--- src/rtl/j1_uart_iobus.sv ---
// j1_uart_iobus: J1 IO-bus bridge to NCH byte-stream UART channels, each with an RX FIFO and a one-byte TX holding register
module j1_uart_iobus #(
  parameter int NCH = 2,
  parameter int DEPTH = 8
) (
  input  logic             clk,
  input  logic             reset,
  input  logic             io_rd,
  input  logic             io_wr,
  input  logic [15:0]      mem_addr,
  input  logic [15:0]      dout,
  output logic [15:0]      io_din,
  output logic [NCH-1:0]   tx_valid,
  output logic [8*NCH-1:0] tx_data,
  input  logic [NCH-1:0]   tx_ready,
  input  logic [NCH-1:0]   rx_valid,
  input  logic [8*NCH-1:0] rx_data,
  output logic [NCH-1:0]   rx_ready
);
  localparam int AW = $clog2(DEPTH);
  localparam int CW = AW + 1;
  logic io_rd_, io_wr_;
  logic [15:0] io_addr_, dout_;
  logic [NCH-1:0] sel, nonempty, txovf;
  logic [NCH-1:0][7:0] head;
  logic [NCH-1:0][CW-1:0] count;
  logic unused_bits;
  assign unused_bits = ^{io_addr_[15:14], io_addr_[11:3], io_addr_[0], dout_[15:8]};
  function automatic logic [3:0] rxcnt(input logic [CW-1:0] n);
    return 32'(n) > 15 ? 4'd15 : 4'(n);
  endfunction
  always_ff @(posedge clk) begin
    io_rd_ <= !reset && io_rd;
    io_wr_ <= !reset && io_wr;
    dout_ <= reset ? 16'd0 : dout;
    io_addr_ <= reset ? 16'd0 : (io_rd || io_wr) ? mem_addr : io_addr_;
  end
  for (genvar c = 0; c < NCH; c++) begin : g_ch
    logic [7:0] mem [DEPTH];
    logic [AW-1:0] wptr, rptr;
    logic [CW-1:0] cnt;
    logic [7:0] td;
    logic tv, ovf, push, pop, dwr, clr, accept;
    assign sel[c] = io_addr_[2:1] == 2'(c);
    assign count[c] = cnt;
    assign nonempty[c] = cnt != '0;
    assign head[c] = mem[rptr];
    assign tx_valid[c] = tv;
    assign tx_data[8*c +: 8] = td;
    assign txovf[c] = ovf;
    assign rx_ready[c] = reset || cnt != CW'(DEPTH);
    assign push = rx_valid[c] && rx_ready[c];
    assign pop = io_rd_ && io_addr_[12] && sel[c] && nonempty[c];
    assign dwr = io_wr_ && io_addr_[12] && sel[c];
    assign clr = io_wr_ && io_addr_[13] && sel[c] && dout_[3];
    // holding register can take a new byte when idle or draining this very cycle
    assign accept = !tv || tx_ready[c];
    always_ff @(posedge clk) begin
      if (reset) begin
        wptr <= '0;
        rptr <= '0;
        cnt <= '0;
        tv <= 1'b0;
        td <= 8'd0;
        ovf <= 1'b0;
      end else begin
        if (push) begin
          mem[wptr] <= rx_data[8*c +: 8];
          wptr <= wptr + 1'b1;
        end
        rptr <= rptr + AW'(pop);
        cnt <= cnt + CW'(push) - CW'(pop);
        tv <= (dwr && accept) || (tv && !tx_ready[c]);
        td <= dwr && accept ? dout_[7:0] : td;
        ovf <= (dwr && !accept) || (ovf && !clr);
      end
    end
  end
  // data and status views OR together when both port bits are set
  always_comb begin
    io_din = 16'd0;
    for (int i = 0; i < NCH; i++)
      if (sel[i] && !reset)
        io_din = {8'd0, (io_addr_[12] && nonempty[i] ? head[i] : 8'd0) |
                        (io_addr_[13] ? {rxcnt(count[i]), txovf[i], !tx_valid[i], nonempty[i], 1'b1} : 8'd0)};
  end
endmodule

--- config.mk ---
export PLATFORM = sky130hd
export DESIGN_NAME = j1_uart_iobus
export DESIGN_NICKNAME = d
export VERILOG_FILES = /design/src/rtl/j1_uart_iobus.sv
export SDC_FILE = /design/constraint.sdc
export NUM_CORES = 1
export LEC_CHECK = 0
export CAP_MARGIN = 40
export CORE_UTILIZATION = 50
export DETAILED_ROUTE_END_ITERATION = 8
export PLACE_DENSITY = 0.81
export SLEW_MARGIN = 10
export SYNTH_ARGS = -nofsm -noshare
export SYNTH_HDL_FRONTEND = slang
export SYNTH_SLANG_ARGS = --single-unit
--- constraint.sdc ---
create_clock -name clk -period 2.6 [get_ports clk]
set_input_delay 0.52 -clock clk [delete_from_list [all_inputs] [get_ports clk]]
set_output_delay 0.52 -clock clk [all_outputs]
set_load 0.05 [all_outputs]
# Word level (Yosys, flattened, before mapping)
# Memories as Yosys holds them, arrays and structs flattened. A register that Yosys moved wholly into a read port is not among the register bits.
# Cells that the tools add are included.
# Widths: inputs -> output; s select.
[classes]
addsub = 8
eq_ne = 3
n_mux = 14
bitwise_logic = 2
reduce_logical = 50
[op_table]
columns = ["operator", "count"]
rows = [
  ["$mux 8", 5],
  ["$logic_and 1x1->1", 29],
  ["$mux 16", 1],
  ["$or 8x8->8", 2],
  ["$logic_not 1->1", 9],
  ["$logic_or 1x1->1", 9],
  ["$add 4x1->4", 2],
  ["$ne 4x4->1 const B", 2],
  ["$reduce_bool 4->1", 2],
  ["$sub 4x1->4", 2],
  ["$add 3x1->3", 2],
  ["$add 3x1->3 const B", 2],
  ["$mux 1", 6],
  ["$mux 3", 2],
  ["$eq 2x1->1 const B", 1],
  ["$logic_not 2->1", 1],
]
[totals]
register_bits = 64
mem_bits_rw = 128
inputBits = 56
out_inout_bits = 36
word_cells = 95
mem_count = 2
[mem_list]
columns = ["name", "depth", "width", "rd", "rd_clocked_by_memory_dff", "write_ports", "line", "source"]
rows = [
  ["g_ch[0].mem", 8, 8, 1, 1, 1, "39", "logic [7:0] mem [DEPTH];"],
  ["g_ch[1].mem", 8, 8, 1, 1, 1, "39", ""],
]

# Logic depth before layout (Yosys ltp)
[logic_depth]
depth_word = 6
mapped_depth = 12
ltp_nobuf = 11

# Least setup slack after synthesis
# No wires, ideal clock.
[synth_timing]
path_type = "register -> output"
start = "register g_ch[0].cnt[2]"
end = "output port io_din[0]"
arrival_ns = 2.346
path_slack_ns = -0.266
path_stages_with_launch = 7
cell_sequence = "dfxtp_1 inv_1 ha_1 nor3b_1 nand2b_1 clkdlybuf4s15_2 o311ai_1"
[synth_via]
elab_chain_cells = 6
[synth_lines]
columns = ["element", "line", "source"]
rows = [
  ["from (decl)", "41", "logic [CW-1:0] cnt;"],
  ["from (signal assigned)", "72", "cnt <= cnt + CW'(push) - CW'(pop);"],
  ["$reduce_bool 4->1", "46", "assign nonempty[c] = cnt != '0;"],
  ["$logic_and 1x1->1", "84", "io_din = {8'd0, (io_addr_[12] && nonempty[i] ? head[i] : 8'd0) |"],
  ["$mux 8", "84", ""],
  ["$or 8x8->8", "84", ""],
  ["$mux 8", "83", "if (sel[i] && !reset)"],
  ["$mux 16", "83", ""],
  ["to (decl)", "12", "output logic [15:0] io_din,"],
]
# No other way between the ends.

# Worst setup path after layout
[layout_timing]
start = "register g_ch[1].cnt[2]"
end = "output port io_din[6]"
[layout_via]
elab_chain_cells = 5
elab_cells_between_ends = 6
[layout_lines]
columns = ["element", "line"]
rows = [
  ["from (decl)", "41"],
  ["from (signal assigned)", "72"],
  ["$reduce_bool 4->1", "46"],
  ["$logic_and 1x1->1", "84"],
  ["$mux 8", "84"],
  ["$or 8x8->8 *", "84"],
  ["$mux 16 *", "83"],
]
# Every way passes the cells marked *; elsewhere a longest branch is shown, timed or not.

==> results.json <==
{
  "grt_overflow": 0,
  "fp.dieW_um": 125,
  "violations": "negative setup slack",
  "p_per_area_mw_per_mm2": 699,
  "dp_hpwl_um": 10600,
  "wl_per_cell_um": 19.6,
  "fin_skew_ns": 0.00757,
  "io_buffers": 63,
  "antenna_found_initial": 0,
  "finalInstanceArea_sq_mm": 0.00947,
  "synth_top_area_cell": "edfxtp_1",
  "grt_pass1_wl_um": 24800,
  "synth_area_sq_mm": 0.00753,
  "timing.fmax_mhz": 369,
  "synth-async-reset-ratio": 0,
  "drtIter0Drc": 265,
  "start_util": 0.516,
  "synth-edff-count": 128,
  "timing.final.crit_share": 1.04,
  "htree_levels": 4,
  "synth_top_area_frac": 0.510,
  "vias_per_cell": 5.61,
  "rsz0062_at_grt": "yes",
  "clk_pin_slew_ns": 0.07,
  "regArea_sq_mm": 0.00495,
  "holdBufCountCts": 0,
  "status": "finished with violations",
  "hold_class": "flop to flop",
  "drt_pass1_iterations": 4,
  "setup_viol": 9,
  "ir_drop_mv": 0.517,
  "power_leakage_uw": 0.00329,
  "design.die.area_sq_mm": 0.0156,
  "cts_tree": "built",
  "crit_fanout": 3,
  "maxSlewViolCount": 0,
  "drive_above_1_share": 0.280,
  "hold_viol_final": 0,
  "end_kind": "output port",
  "clk_latency_ns": 0.43,
  "grtUsageTotal": 0.212,
  "io_pins": 92,
  "die_y_um": 125,
  "timing.hold.worst_path_depth": 2,
  "place_congestion": 0.833,
  "preCtsSetupSlack_ns": 0.0428,
  "ctsLongestPathBuffers": 2,
  "drtAntennaViolNets": 0,
  "clkSinkCount": 182,
  "syn_inst": 505,
  "worst_pin_slew_ns": 0.795,
  "ys_warn_count": 0,
  "grt_pass1_vias": 4791,
  "area_growth_pct": 25.8,
  "num_antenna_cells": 0,
  "drcViolationCount": 0,
  "yosysSeqAreaShare": 0.654,
  "core_area_sq_mm": 0.0146,
  "yosys-top-cells-area": "edfxtp_1 (51%), dfxtp_1 (14%), mux4_2 (5.1%), mux2i_1 (4.4%), ha_1 (3.0%)",
  "slew_headroom": 0.468,
  "grt_max_degree": 33,
  "num_vias": 4513,
  "syn_area_per_cell_sq_um": 14.9,
  "fill_cells": 987,
  "r2r_cells": 13,
  "finalNonFillerCells": 805,
  "ys.flop_type": "edfxtp_1",
  "cp.arrival_ns": 2.19,
  "fin_ws_ns": -0.108,
  "fin_nets": 684,
  "ys_types": 51,
  "hold_slack_ns": 0.462,
  "cts_buffers": 17,
  "dpl_cell_area_sq_mm": 0.00851,
  "rows": 44,
  "path_class": "flop to output port",
  "routed_wl_um": 15800,
  "worstSetupStartpointType": "flop",
  "maxCapViolations": 0,
  "clock_tree.root_cell": "clkbuf_16",
  "multiInputGateArea_sq_mm": 0.00258,
  "dp_cells": 760,
  "fin_crit_ns": 2.71,
  "required_ns": 2.08,
  "synth_seq_cells": 182
}
## power by group
part | internal, uW | total, uW | switching, uW
Clock | 1340 | 2470 | 1130
Combinational | 423 | 873 | 450
Sequential | 3200 | 3280 | 81.7
Total | 4960 | 6620 | 1660
## routing by layer
layer	vias up	GRT usage	wire length [um]
met5	-	0	0
met4	0	0.105	503
met3	39	0.0606	794
met2	114	0.372	8460
met1	2274	0.236	6050
li1	2086	-	-
## worst paths after layout
| check | start | end | slack, ns |
|---|---|---|---|
| worst max-delay path | g_ch[1].cnt[2] | io_din[6] | -0.11 |
| worst min register to register | g_ch[0].td[3] | g_ch[0].td[3] | 0.46 |
| worst min-delay path | g_ch[0].td[3] | g_ch[0].td[3] | 0.46 |
| worst max register to register | g_ch[1].cnt[2] | g_ch[1].cnt[3] | 0 |
## metrics by stage
stage          setup TNS (ns)  utilization  total power [uW]
3_5_place_dp                0        0.584              4050
2_1_floorplan               0            -              3780
4_1_cts                -0.614        0.645              6590
3_3_place_gp                0        0.584              4000
6_report               -0.433        0.649              6620
5_1_grt                 -1.27        0.649              6870
## kinds of logic (layout without fill, tap and decap cells)
kind of cell,Yosys count,after routing,synth area share
muxes,64,64,0.124
other,1,8,0.000498
buffers and inverters,46,155,0.0389
and+or+nand+nor,130,130,0.0895
AOI/OAI and AO/OA,53,53,0.0479
DFF,182,182,0.654
xor gates and xnor gates,9,9,0.0105
adders and majority gates,20,20,0.0352
## registers in the layout, summed over array words and instances, names as in the netlist
| name | cells |
|---|---|
| g_ch.wptr | 6 |
| g_ch.rptr | 6 |
| g_ch.cnt | 8 |
| g_ch.tv | 2 |
| dout_ | 8 |
| io_addr_ | 4 |
| g_ch.td | 16 |
| io_wr_ | 1 |
| g_ch.mem | 128 |
| io_rd_ | 1 |
| g_ch.ovf | 2 |
## synth_stat cells, drive strengths merged, types with 2 or more instances
cell    number
nor2b       22
nand2b       9
inv         16
a21oi       13
o22ai       11
mux2        10
mux2i       33
o32a         5
ha          18
a22oi        4
fa           2
dfxtp       54
xor2         4
nor4         4
a22o         2
a32oi        4
or2          2
edfxtp     128
nor3        12
nor3b        2
clkbuf       5
nand3b       2
xnor2        5
nand3        9
nor2        42
buf         24
a21o         2
o31a         2
o21ai        6
or4b         2
mux4        21
nand2       19
## area by class of cell
type	instances	area share
Sequential cell	182	0.522
Multi-Input combinational cell	284	0.272
Timing Repair Buffer	107	0.115
Clock buffer	18	0.0453
Tap cell	184	0.0243
Clock inverter	14	0.0147
Inverter	16	0.00634
## worst max-delay path, cell delays in order (launching register included)
cell and delay, ns:
dfxtp_2 0.34, inv_2 0.05, ha_4 0.14, nor3b_4 0.15
or2b_4 0.27, buf_6 0.12, o32a_1 0.39, o31ai_4 0.10
buf_12 0.18
## cell usage in the layout, fill, tap and decap left out, drive strengths merged, types with 2 or more instances in the layout
| master | Yosys | layout |
|---|---|---|
| clkinv | 0 | 3 |
| mux2i | 33 | 33 |
| o21ai | 6 | 6 |
| mux4 | 21 | 21 |
| clkbuf | 5 | 18 |
| conb | 1 | 8 |
| nor3 | 12 | 12 |
| edfxtp | 128 | 128 |
| a22oi | 4 | 4 |
| nor4 | 4 | 4 |
| o32a | 5 | 5 |
| nor2 | 42 | 42 |
| xnor2 | 5 | 5 |
| nand3b | 2 | 2 |
| o22ai | 11 | 11 |
| ha | 18 | 18 |
| a21o | 2 | 2 |
| buf | 24 | 54 |
| nand3 | 9 | 9 |
| dfxtp | 54 | 54 |
| nand2b | 9 | 9 |
| a21oi | 13 | 13 |
| nor3b | 2 | 2 |
| inv | 16 | 23 |
| or4b | 2 | 2 |
| o31a | 2 | 2 |
| a22o | 2 | 2 |
| nor2b | 22 | 22 |
| fa | 2 | 2 |
| nand2 | 19 | 19 |
| clkdlybuf4s50 | 0 | 52 |
| clkinvlp | 0 | 3 |
| a32oi | 4 | 4 |
| mux2 | 10 | 10 |
| or2 | 2 | 2 |
| xor2 | 4 | 4 |
## timing repair
item	in CTS	in global routing
pin swaps	17	4
gates cloned	2	0
setup buffers	9	2
gates resized for setup	51	17
endpoints found under the setup margin	8	10
Note: power is estimated with default switching activity, not from simulation.
